==> config.mk <==
export PLATFORM = sky130hd
export DESIGN_NAME = fifo_sync_param
export DESIGN_NICKNAME = d
export VERILOG_FILES = /design/src/rtl/fifo_sync_param.sv
export SDC_FILE = /design/constraint.sdc
export NUM_CORES = 1
export LEC_CHECK = 0
export CAP_MARGIN = 10
export CORE_UTILIZATION = 25
export DETAILED_ROUTE_END_ITERATION = 6
export PLACE_DENSITY = 0.43
export SLEW_MARGIN = 10
export SYNTH_ARGS = -nofsm -noshare
export SYNTH_HDL_FRONTEND = slang
export SYNTH_SLANG_ARGS = --single-unit
==> constraint.sdc <==
create_clock -name clk -period 5.4 [get_ports clk]
set_input_delay 1.08 -clock clk [delete_from_list [all_inputs] [get_ports clk]]
set_output_delay 1.08 -clock clk [all_outputs]
set_load 0.05 [all_outputs]
==> src/rtl/fifo_sync_param.sv <==
// Synchronous single-clock FIFO with binary wrap-bit pointers, level flags,
// sticky overflow/underflow flags and selectable registered or FWFT read.
module fifo_sync_param #(
    parameter int MEMORY_WIDTH    = 8,
    parameter int ADDRESS_SIZE    = 4,
    parameter int ALMOST_FULL_TH  = 2**ADDRESS_SIZE - 2,
    parameter int ALMOST_EMPTY_TH = 2,
    parameter bit FWFT            = 1'b0
) (
    input  logic                    clk,
    input  logic                    rst_n,
    input  logic                    w_en,
    input  logic [MEMORY_WIDTH-1:0] wdata,
    input  logic                    r_en,
    input  logic                    clr_err,
    output logic [MEMORY_WIDTH-1:0] rdata,
    output logic                    w_full,
    output logic                    r_empty,
    output logic                    almost_full,
    output logic                    almost_empty,
    output logic [ADDRESS_SIZE:0]   count,
    output logic                    overflow,
    output logic                    underflow
);

    localparam int DEPTH = 2**ADDRESS_SIZE;
    localparam int PTR_W = ADDRESS_SIZE + 1;
    localparam logic [PTR_W-1:0] AF_LVL = PTR_W'(ALMOST_FULL_TH);
    localparam logic [PTR_W-1:0] AE_LVL = PTR_W'(ALMOST_EMPTY_TH);

    logic [MEMORY_WIDTH-1:0] mem [DEPTH];
    logic [PTR_W-1:0]        wr_ptr;
    logic [PTR_W-1:0]        rd_ptr;
    logic [ADDRESS_SIZE-1:0] wr_addr;
    logic [ADDRESS_SIZE-1:0] rd_addr;
    logic                    wr_acc;
    logic                    rd_acc;

    assign wr_addr = wr_ptr[ADDRESS_SIZE-1:0];
    assign rd_addr = rd_ptr[ADDRESS_SIZE-1:0];

    // Flags come from registered pointers only, so acceptance always uses
    // the pre-edge view of full/empty.
    assign r_empty      = (wr_ptr == rd_ptr);
    assign w_full       = (wr_addr == rd_addr) && (wr_ptr[ADDRESS_SIZE] != rd_ptr[ADDRESS_SIZE]);
    assign count        = wr_ptr - rd_ptr;
    assign almost_full  = (count >= AF_LVL);
    assign almost_empty = (count <= AE_LVL);

    assign wr_acc = w_en && !w_full;
    assign rd_acc = r_en && !r_empty;

    always_ff @(posedge clk) begin
        if (wr_acc) begin
            mem[wr_addr] <= wdata;
        end
    end

    always_ff @(posedge clk or negedge rst_n) begin
        if (!rst_n) begin
            wr_ptr <= '0;
            rd_ptr <= '0;
        end else begin
            if (wr_acc) begin
                wr_ptr <= wr_ptr + 1'b1;
            end
            if (rd_acc) begin
                rd_ptr <= rd_ptr + 1'b1;
            end
        end
    end

    // A set condition on the same edge takes priority over clr_err.
    always_ff @(posedge clk or negedge rst_n) begin
        if (!rst_n) begin
            overflow  <= 1'b0;
            underflow <= 1'b0;
        end else begin
            if (w_en && w_full) begin
                overflow <= 1'b1;
            end else if (clr_err) begin
                overflow <= 1'b0;
            end
            if (r_en && r_empty) begin
                underflow <= 1'b1;
            end else if (clr_err) begin
                underflow <= 1'b0;
            end
        end
    end

    generate
        if (FWFT) begin : g_fwft
            assign rdata = mem[rd_addr];
        end else begin : g_reg_read
            logic [MEMORY_WIDTH-1:0] rdata_q;

            always_ff @(posedge clk or negedge rst_n) begin
                if (!rst_n) begin
                    rdata_q <= '0;
                end else if (rd_acc) begin
                    rdata_q <= mem[rd_addr];
                end
            end

            assign rdata = rdata_q;
        end
    endgenerate

endmodule

# Yosys cells after proc, flatten, opt, wreduce, memory -nomap -nowiden
# Memory sizes are Yosys's and may differ from the RTL's. A register that Yosys moved wholly into a read port is not among the register bits.
# Cells that the tools add are included.
dict set report classes {
  n_lt_le_gt_ge 2
  mul 0
  n_mux 5
  n_eq_ne 3
  n_reduce_logical 10
  shifts 0
  n_addsub 3
  bitwise_logic 0
  div_mod_pow 0
}
# op count
set ops {}
lappend ops {{5-bit by 1-bit adder with 5-bit output (second input constant)} 2}
lappend ops {{5-bit == test} 1}
lappend ops {{5-bit by 4-bit >= comparator with 1-bit output (second input constant)} 1}
lappend ops {{5-bit by 2-bit <= comparator with 1-bit output (second input constant)} 1}
lappend ops {{1-bit logical AND} 5}
lappend ops {{1-bit two-way mux} 5}
lappend ops {{5-bit subtractor} 1}
lappend ops {{4-bit == test} 1}
lappend ops {{2-bit nonzero test} 2}
lappend ops {{1-bit logical NOT} 3}
lappend ops {{1-bit inequality test} 1}
dict set report totals {
  word_cells 28
  latchBits 0
  romBits 0
  regBits 12
  in_bits 13
  ram_bits 128
  output_inout_bits 19
  mem_count 1
}
# memory depth width read_ports rd_ports_with_merged_regs wr line_no
set memory_table {}
lappend memory_table {mem 16 8 1 1 1 31} ;# logic [MEMORY_WIDTH-1:0] mem [DEPTH];

# Depth between registers and ports, before layout
# Gate-level depths: netlist of run 1.
dict set report logic_depth {
  word_depth 6
  depth_mapped 9
  ltp_nobuf 8
}

# Least setup slack after synthesis of run 1
# Ideal clock, no wire load.
dict set report synth_timing {
  kind {flip-flop to output port}
  start {register rd_ptr[1]}
  end {output almost_empty}
  slack_ps 1030
  arrival_time_ps 3290
  path_buffers 2
  path_stages_with_launch 9
  t_required_ps 4320
  cell_sequence {dfrtp_1 > buf_4 > buf_2 > inv_1 > fa_1 > a21o_1 > a21oi_1 > xnor2_1 > a211oi_1}
}
dict set report synth_via {
  elab_chain_len 2
}
# element line_no
set synth_rtl {}
lappend synth_rtl {{start: declaration} 33} ;# logic [PTR_W-1:0] rd_ptr;
lappend synth_rtl {{start signal: assignment} 68} ;# rd_ptr <= rd_ptr + 1'b1;
lappend synth_rtl {{5-bit subtractor} 46} ;# assign count = wr_ptr - rd_ptr;
lappend synth_rtl {{via count[4]} 21} ;# output logic [ADDRESS_SIZE:0] count,
lappend synth_rtl {{5-bit by 2-bit <= comparator with 1-bit output} 48} ;# assign almost_empty = (count <= AE_LVL);
lappend synth_rtl {{end: declaration} 20} ;# output logic almost_empty,
# The timed path passes the listed nets, and every way through them passes these cells.

# Worst setup path after layout of run 1
dict set report layout_timing {
  start {register rd_ptr[2]}
  end {output almost_empty}
}
dict set report layout_via {
  elab_chain_len 2
}
# element line_no
set layout_rtl {}
lappend layout_rtl {{5-bit subtractor} 46}
lappend layout_rtl {{5-bit by 2-bit <= comparator with 1-bit output} 48}
# Every way passes these cells.

==> impl_summary.md, run 1 <==
Run status
The run finished with clean final reports.

Timing
The final worst setup slack is 1.073 ns. The final worst-path cycle share is 80.14%. The max-slew violation count is 0.

At the pin with the least slew margin, the transition time is 1.082 ns. The final count of hold timing violations is 0. The headroom to the max-slew limit is 27.44%. The setup violation total in the final timing report is 0. The worst hold slack after final layout is 0.5189 ns. Timing would allow up to 231.1 MHz. Setup repair after global routing left no endpoint under its margin. The total negative slack is 0 ns. The worst-case clock skew is 0.007734 ns. The time the worst path needs with I/O delays and setup is 4.327 ns.

Yosys
Among all flip-flop cells after synthesis, the most frequent one is edfxtp_1. The area share of the leading cell type in the synthesized netlist is 63.24%. In the synthesized netlist the async set-or-reset flop fraction comes to 13.51%.

The synthesized net count is 386. The average footprint of a synthesized cell is 16.74 sq um. The gate count after technology mapping is 363. After synthesis the netlist holds a flip-flop and latch count of 148. The number of distinct library cells after synthesis is 40. After synthesis, the cell types taking the most area are edfxtp_1, dfrtp_1, mux2i_1, mux4_2, ha_1. For this run, the register share of the synthesized area comes to 71.47%. Counting flops with a built-in enable in the synthesized netlist gives 128. The biggest area consumer among synthesized cells is edfxtp_1. The post-synth design cell area is 6078 sq um.

The number of warnings printed during yosys synthesis is 0.

Floorplan
The placeable core area is 23,680 sq um. The count of boundary I/O pins is 32. The effective utilization at floorplan is 25.67%. The die area is 24,940 sq um. The floorplan step set the die width to 157.9 um. The die is 157.9 um tall.

In this run the core area contains 56 standard-cell rows.

Detailed routing
The post-route DRC violation count is 0. The aggregate routed wire length is 13.70 mm. The total via count after detailed routing is 3,188. The number of search-and-repair iterations in the first detailed-routing pass is 4.

The detail-routed net length per standard cell is 18.79 um. The count of routing violations after the opening detailed-route iteration is 156. The antenna violation net count after detailed routing is 0. The via density per instance is 4.373.

Global route
The number of global-route vias before repair came to 3,334. The global-route congestion overflow total is 0. Entering global routing, the biggest net connects 45 pins. The number of antenna violations at the first check in global routing is 1. In the global route stage, overall resource usage came out at 11.97%. The first-pass GRT wire length is 20.84 mm.

Setup path
STA classifies the critical path endpoint as a primary output. The worst-path maximum fanout is 10. In this design, the largest share of critical-path delay is due to buffers and inverters.

The number of cell instances on the worst register-to-register path is 6. The signal arrival time at the worst endpoint is 3.25 ns. Walking the worst path, the cells encountered are inv_1 > ha_1 > o21a_1 > or3_1 > a211oi_1 > clkdlybuf4s50_1.

The slowest stage of the critical path is the clkdlybuf4s50_1 cell. The critical path in this run is classified as flop to primary output. The maximum single-stage delay on the critical path is 0.84 ns. For the worst setup path, the data required time is 4.32 ns. The type of element launching the critical path is a flop. In this run the number of cells on the critical path is 6. The number of buffers and inverters on the critical path is 2.

Power
In this run the power density over the cells is 629.4 nW/um^2. The analysis attributes to cell leakage a power of 2.497 nW. The worst voltage drop across the vdd grid is 0.0007414 V.

CTS
The clock tree from TritonCTS is done. The number of H-tree levels is 4. The clock insertion delay at the later pin of the skew report is 0.42 ns. The total setup buffers inserted after CTS is 0. Clock-pin slew was measured on the worst setup and hold paths at 0.06 ns.

The post-cts repair resize count is 0. The number of CTS-inserted buffers is 17. The quantity of hold-fixing buffers added after cts is 0. For this design, the sink count on the clock tree is 148.

The cell sitting at the root of the clock tree is a clkbuf_16. The clock passes through at most 2 buffers.

Place
At the end of routability-driven placement, the weighted congestion stood at 0.7574. The worst setup timing slack at the placement stage is 1.504 ns. The wire-length estimate of the detail-placed layout is 8.909 mm. Input and output buffers added on the ports amount to 31.

Finish
The layout overhead on the synthesized area is 19.86%. Fill cells in the final layout number 2,398. 0 antenna diodes ended up in the layout.

The area used by multi-input combinational logic is 1579 sq um. The sequential standard cell area is 4347 sq um. For this run, the post-layout net count is 421. Of the cells placed in the final design, the portion with a size suffix greater than 1 is 11.71%.

Hold path
The number of stages on the worst hold path is 2. The class of the most critical hold timing path is flop to flop.

Job
Across the run, the number of max-cap violations was 0.
==> routing by layer <==
metal / track usage [%] / wire (um) / part of all wire, %
met5: 0 / 12 / 0.088
met4: 4.300 / 160 / 1.2
met3: 3.312 / 635 / 4.6
met2: 19.15 / 6542 / 48
met1: 15.45 / 6346 / 46
==> layout by cell type, fill, tap and decap left out, drive strengths merged <==
cell type,instances
edfxtp,128
mux2i,48
clkdlybuf4s50,31
nor2,21
dfrtp,20
clkbuf,17
o22ai,16
o21ai,14
inv,13
ha,9
and3,8
mux4,8
a221oi,8
a31oi,8
xnor2,8
nand2,6
and2,5
and4,5
xor2,4
nand4,4
clkinvlp,4
bufinv,3
clkinv,3
nor2b,2
a21o,2
a21boi,2
buf,2
nand3b,2
o21a,1
or3,1
a21oi,1
nor3,1
a41o,1
a211oi,1
nand3,1
or3b,1
fa,1
==> tightest hold or removal path, stage by stage (launching register included) <==
cell and delay [ns]:
dfrtp_1 0.37, inv_1 0.05, o21ai_0 0.06
==> state kept, by name (all words and copies together), names as in the netlist <==
signal,count
underflow,1
rdata,8
overflow,1
wr_ptr,5
mem,128
rd_ptr,5
==> worst paths after layout <==
path / from / endpoint / slack [ns]
max: rd_ptr[2] / almost_empty / 1.07
min: overflow / overflow / 0.52
max reg2reg: rd_ptr[2] / rd_ptr[4] / 2.50
min reg2reg: overflow / overflow / 0.52
max in group asynchronous: rst_n / rd_ptr[0] / 3.47
min in group asynchronous: rst_n / rd_ptr[1] / 1.23
==> cells by family (layout without fill, tap and decap cells) <==
| kind of cell | Yosys count | after routing | synth area share, % |
|---|---|---|---|
| fa+ha+maj | 10 | 10 | 2.182 |
| mux | 56 | 56 | 10.87 |
| flops | 148 | 148 | 71.47 |
| simple gates | 57 | 57 | 5.187 |
| buf+inv | 26 | 73 | 2.552 |
| xor+xnor | 12 | 12 | 1.853 |
| compound gates | 54 | 54 | 5.887 |
==> cell usage after synthesis, types with 7 or more instances <==
library cell / number
mux2i_1: 48
xnor2_1: 7
ha_1: 9
edfxtp_1: 128
mux4_2: 8
a31oi_1: 8
o21ai_1: 10
a221oi_1: 8
o22ai_1: 16
dfrtp_1: 20
and3_1: 8
nor2_1: 20
inv_1: 9
==> power by group <==
part,switching [mW],internal (mW),leakage (nW)
clock,0.468,0.730,0.284
combinational,1.17,0.660,0.822
sequential,0.137,1.42,1.39
==> stage by stage <==
stage	total power, mW	instance area (sq um)	cells	util (%)
floorplan	2.897	6078	363	-
global placement	3.415	6684	698	28.22
detailed placement	3.434	6684	698	28.22
CTS	4.646	7286	729	30.76
global route	4.813	7286	729	30.76
finish	4.586	7286	729	30.76
==> area by class of cell <==
cell class	count	share of cell area, %
Sequential cell	148	59.66
Multi-Input combinational cell	189	21.67
Clock buffer	17	5.839
Tap cell	319	5.478
Timing Repair Buffer	33	4.465
Clock inverter	14	2.421
Inverter	9	0.4637
Note: power is estimated with default switching activity, not from simulation.
==> run 2, diff against run 1 <==
- PLACE_DENSITY: 0.43 -> 0.44
- clock period: 5.4 -> 3.5 ns (I/O delays scaled with it)
==> impl_summary.md, run 2 (synthesis gave the netlist of run 1 again) <==
Timing
The worst-margin pin slew is 0.7582 ns. The max-slew violation count was 0. Setup slack closes at 0.1725 ns. The final count of hold timing violations is 0. Setup repair after global routing left no endpoint under its margin. The worst path uses 95.07% of the clock period.

In this run the tightest slew margin relative to its limit is 49.46%. The total negative slack is 0 ns. Across the routed clock network, the largest skew measured is 0.01115 ns.

The setup violation total in the final timing report is 0. The time the worst path needs with I/O delays and setup is 3.328 ns. The fmax is 300.5 MHz.

Detailed routing
The detailed router placed 3,213 vias in this run. The count of routing violations after the opening detailed-route iteration is 211. The post-route DRC violation count is 0.

The number of search-and-repair iterations in the first detailed-routing pass is 4. The via density per instance is 4.377. The detail-routed net length per standard cell is 18.63 um. The antenna violation net count after detailed routing is 0.

The aggregate routed wire length is 13.67 mm.

Finish
The count of non-filler cells in the finished layout is 734. In the final design database the tool counted 425 nets. The layout overhead on the synthesized area is 21.70%. Counting flops per register, the top entry is mem.

The top cell types in the final layout, fill and taps aside, are edfxtp_1, mux2i_1, clkdlybuf4s50_1, nor2_1, dfrtp_1. The commonest non-fill, non-tap cell in the layout is edfxtp_1. The register with the most flip-flops in the layout has 128 of them. With fillers left out, the area of the finished cells amounts to 7397 sq um. The share of cells above drive strength 1 is 14.46%. The number of antenna diodes in the final layout is 0.

Power
The net switching share of the total power is 37.75%. The part of the total power dissipated in combinational logic is 43.4%. Per report_power, the sequential group accounts for 31.5% of the total. The internal power consumption is 4.654 mW. Of the total power, the clock network draws 25.1%. For this design the total switching power over the nets is 2.823 mW. For this design the ratio of total power to cell area is 1011 nW/um^2. The overall power after layout is 7.477 mW.

The worst voltage drop across the vdd grid is 0.001096 V. In this run the static leakage power is 2.566 nW.

CTS
After clock tree synthesis, the clock-pin slew on the worst setup and hold paths is 0.06 ns. The later pin in the worst-skew pair is clocked with a latency of 0.42 ns. The clock tree from TritonCTS is done. The number of H-tree levels is 4. Counting the buffers created by CTS gives 17. Once the clock tree was built, the setup fixing pass inserted 0 buffers. No sink is reached through more buffers than the 2 on the longest clock path.

In this run, post-CTS hold repair placed 0 buffers. The CTS root buffer is clkbuf_16. The tree built by TritonCTS fans out to 148 sinks.

Setup path
The signal on the critical path passes through inv_1 > ha_1 > inv_1 > fa_1 > a21o_1 > a21oi_1 > xnor2_2 > a211oi_4 > buf_12. The largest individual stage delay along the critical path comes from the cell dfrtp_1. The source of the worst register-to-register timing path is rd_ptr[2]. For flop-to-flop paths, the worst setup slack is 0.98 ns. The data required time at the worst endpoint is 2.80 ns.

Counting cells, the worst reg-to-reg path comes to 5. The largest single stage delay on the critical path is 0.41 ns. The sort of element at the end of the critical path is a primary output.

The cell occurring most often along the worst timing path is inv_1. The type of element launching the critical path is a flop. Data on the critical path arrives at its endpoint at 2.63 ns.

The endpoint identified for the worst register-to-register timing path is mem[13][0]. Broken down by cell family, the worst path's largest delay share belongs to compound AO/OA/AOI/OAI gates. The depth of the critical timing path with buffers and inverters included is 9. The worst setup path endpoint is almost_empty.

The critical path contains buffers and inverters numbering 3 combined. The setup path with the least slack is of type flop to primary output. The worst-path maximum fanout is 4. The critical path starts at wr_ptr[0].

Job
The tool flagged a number of max-cap violations equal to 0.

Floorplan
The row count is 56. For this configuration, the core starts out at a cell density of 25.67%. The chip height is 157.9 um.

The placeable core area is 23,680 sq um. The floorplan step set the die width to 157.9 um. The count of boundary I/O pins is 32. The die covers 24,940 sq um.

Place
The number of placed cells counting well taps is 702. The sum of net half-perimeters after detailed placement is 8.735 mm. The final weighted congestion in routability-driven placement is 0.7237. The worst setup timing slack at the placement stage is 0.5702 ns. The number of input and output port buffers inserted is 31. After detailed placement, the total cell area comes to 6774 sq um.

Global route
The global-route congestion overflow total is 0. The number of global-route vias before repair is 3,335. The aggregate global-route resource usage is 11.94%. Entering global routing, the biggest net connects 45 pins. The number of antenna violations at the first check in global routing came to 0. The first global-routing pass estimated 20.64 mm of wire.

Hold path
In this run the worst hold path is classified as flop to flop. The startpoint identified for the worst hold timing path is overflow.

Run status
The run finished with clean final reports.
run 2: cell types whose count changed in the layout (fill, tap and decap cells not counted):
cell,before,now
clkdlybuf4s50_1,31,25
buf_12,0,5
buf_4,2,7
clkinv_2,2,5
inv_6,3,0
clkinv_4,1,3
clkinvlp_4,4,2
a211oi_1,1,0
a211oi_4,0,1
bufinv_16,3,4
clkbuf_1,0,1
inv_8,1,0
xnor2_1,7,6
xnor2_2,1,2
run 2: worst reg2reg max path: stages, from the launching register on:
cell and delay (ns):
dfrtp_1 0.37, inv_1 0.30, ha_1 0.37, and4_1 0.22, a21boi_2 0.34, and4_1 0.57
run 2: timing repair:
action / 4_1_cts / 5_1_grt
hold endpoints to repair: 0 / 0
endpoints found under the setup margin: 0 / 1
resized for setup: 0 / 1
run 2: worst min path at each step:
stage                      to  depth (start not counted)
finish               overflow                          2
global route        underflow                          2
CTS                  overflow                          2
detailed placement   overflow                          2
global placement    underflow                          2
floorplan            overflow                          0
run 2: power by group through the flow:
stage	clock network, mW	logic [mW]	registers [mW]
CTS	1.91	3.28	2.36
global placement	0	3.24	2.38
finish	1.87	3.25	2.36
global route	1.98	3.49	2.39
detailed placement	0	3.27	2.39
floorplan	0	2.01	2.51
run 2: area by class of cell:
cell class	count	area, sq um
fillers	2376	16290
flip-flops and latches	148	4347
multi-input cells	189	1599
clock buffers	18	429.2
repair buffers	37	402.9
well taps	319	399.1
clock inverters	14	186.4
inverters	9	33.78
run 2: per-layer routing:
| layer | vias up | part of all wire [%] | track usage (%) | wire length [um] |
|---|---|---|---|---|
| met1 | 1623 | 47 | 15.82 | 6394 |
| met3 | 12 | 4.7 | 2.354 | 646 |
| met2 | 77 | 47 | 18.84 | 6444 |
| met4 | 0 | 1.4 | 5.363 | 186 |
| met5 | - | 0 | 0 | 0 |
| li1 | 1501 | - | - | - |
run 2: metrics by stage:
step,hold WS (ns),util (%)
2_1_floorplan,0.4044,-
3_3_place_gp,0.5182,28.60
3_5_place_dp,0.5180,28.60
4_1_cts,0.5302,31.20
5_1_grt,0.5868,31.23
6_report,0.5234,31.23
==> run 3, diff against run 2 <==
--- a/config.mk
+++ b/config.mk
@@ -10,2 +10,3 @@
 export DETAILED_ROUTE_END_ITERATION = 6
+export MAX_ROUTING_LAYER = met4
 export PLACE_DENSITY = 0.44
==> constraint.sdc (replaced) <==
create_clock -name clk -period 3.5 [get_ports clk]
set_input_delay 0.35 -clock clk [delete_from_list [all_inputs] [get_ports clk]]
set_output_delay 0.35 -clock clk [all_outputs]
set_load 0.05 [all_outputs]
==> impl_summary.md, run 3 (synthesis gave the netlist of run 1 again) <==
Detailed routing
Dividing the detail-routed wire length by the instance count gives 18.17 um. The antenna violation net count after detailed routing is 0. For this run, design rule violations remaining after detail routing come to 0. The first TritonRoute pass finished after 4 iterations. The via density per instance is 4.338. The count of routing violations after the opening detailed-route iteration is 316. Summed over all layers, the routed wires come to 13.28 mm. The total via count after detailed routing is 3,171.

CTS
The number of hold buffers added after CTS was 0. The clock input transition at the sequential cells of the worst setup and hold paths is 0.07 ns. The clock drives 148 sinks.

The post-cts repair resize count is 0. The number of H-tree levels is 4. The CTS root buffer is clkbuf_16. The number of CTS-inserted buffers is 17. The clock tree from TritonCTS is done.

The maximum clock insertion buffer count is 2. At the later pin of the worst-skew pair, clock insertion delay measures 0.42 ns. The number of setup buffers added after CTS is 0.

Setup path
The worst setup path is launched from a flop. The setup path with the least slack is of type flop to primary output. The source of the worst register-to-register timing path is rd_ptr[2]. The critical path starts at rd_ptr[2].

The worst-path maximum fanout is 10. The signal arrival time at the worst endpoint is 2.85 ns. The sort of element at the end of the critical path is a primary output. At the worst endpoint, the required time is 3.15 ns.

Timing
The worst hold slack after final layout is 0.4850 ns. The final worst-path cycle share is 91.36%. Static timing analysis puts the maximum clock frequency at 312.7 MHz. After routing, the total negative slack on setup checks comes to 0 ns. Setup repair after global routing left no endpoint under its margin. Headroom to the max-slew limit came out at 32.76%. The time the worst path needs with I/O delays and setup is 3.198 ns. The final count of hold timing violations is 0. The worst-margin pin slew is 1.006 ns. The max-slew violation count is 0.

The worst-case clock skew is 0.008340 ns. The setup violation total in the final timing report is 0.

Finish
The number of flip-flops in the largest register is 128. The count of antenna diodes in the layout is 0. The number of nets in the layout is 422. The cell area after layout is 7287 sq um. The post-route netlist has 13.35% of its cells at a drive strength greater than 1. The register with the most flip-flops is mem. Registers take 4347 sq um. The core occupancy in the finished layout is 30.77%. The count of non-filler cells in the finished layout is 731. In the layout the commonest cells are edfxtp_1, mux2i_1, clkdlybuf4s50_1, nor2_1, dfrtp_1. Leaving out fill and tap cells, the most frequent cell in the layout is edfxtp_1.

The fill cell total of the finished layout is 2,378. The area used by multi-input combinational logic is 1584 sq um. The layout overhead on the synthesized area is 19.88%.

Floorplan
The placeable core area is 23,680 sq um. The chip height is 157.9 um. The die area is 24,940 sq um.

The effective utilization at floorplan is 25.67%. For this design the top-level I/O count stands at 32. In this run the core area contains 56 standard-cell rows. The width of the chip is 157.9 um.

Place
Routability-driven placement finished with a final weighted congestion of 0.7683. In this run, placement finished with an instance count of 699. The count of buffers added on input and output ports is 31. The sum of net half-perimeters after detailed placement is 8.928 mm. The total placed instance area is 6724 sq um.

Power
The total power divided by cell area is 981.0 nW/um^2. Summed over all cells, the static leakage comes to 2.510 nW. IR analysis of the VDD net gives a maximum drop of 0.001405 V.

Global route
The aggregate global-route resource usage is 12.07%. The number of antenna violations at the first check in global routing came to 0. The number of global-route vias before repair is 3,256. The global-route congestion overflow total is 0. The first-pass GRT wire length is 20.36 mm. Entering global routing, the biggest net connects 45 pins.

Run status
The flow ran to the end, and the final reports show no timing, DRC or antenna violations.

Hold path
The tightest min-delay check is of the input port to asynchronous set/reset pin type.

Job
The tool flagged a number of max-cap violations equal to 0.
-- run 3: cell type report --
type,instances,share of cell area [%]
clock inverters,15,1.889
clock buffers,17,5.838
flip-flops and latches,148,59.65
repair buffers,34,4.945
inverters,9,0.4636
well taps,319,5.477
multi-input cells,189,21.74
-- run 3: metal layers --
| layer | vias to the layer above | track usage (%) | share of wire, % |
|---|---|---|---|
| met4 | 0 | 5.640 | 2.3 |
| met3 | 18 | 2.245 | 4.2 |
| met2 | 66 | 17.08 | 44 |
| met5 | - | - | 0 |
| li1 | 1501 | - | - |
| met1 | 1586 | 16.61 | 50 |
-- run 3: critical path: stages (launching register included) --
cell             delay, ns
dfrtp_1               0.55
inv_1                 0.27
ha_1                  0.45
nand4_1               0.15
nor2_1                0.17
clkdlybuf4s50_1       0.83
-- run 3: path summary, 6_finish.rpt --
check	slack (ns)	depth (start not counted)	endpoint
worst max register to register	0.79	6	mem[1][2]
min in group clk	0.52	2	underflow
worst min-delay path	0.49	1	rd_ptr[3]
max in group asynchronous	2.34	1	rd_ptr[1]
worst min register to register	0.52	2	underflow
worst max-delay path	0.30	5	r_empty
-- run 3: power by group --
group | internal [mW] | total [mW] | switching [mW] | leakage [nW]
clock | 0.938 | 1.72 | 0.778 | 0.276
combinational | 1.15 | 3.02 | 1.87 | 0.844
sequential | 2.19 | 2.41 | 0.219 | 1.39
total | 4.28 | 7.15 | 2.86 | 2.51
-- run 3: stage by stage --
step / power [mW] / setup slack (ns)
6_report: 7.148 / 0.3024
2_1_floorplan: 4.486 / 0.3367
3_5_place_dp: 5.509 / 0.7414
5_1_grt: 7.526 / 0.1207
4_1_cts: 7.221 / 0.2975
3_3_place_gp: 5.484 / 0.8214
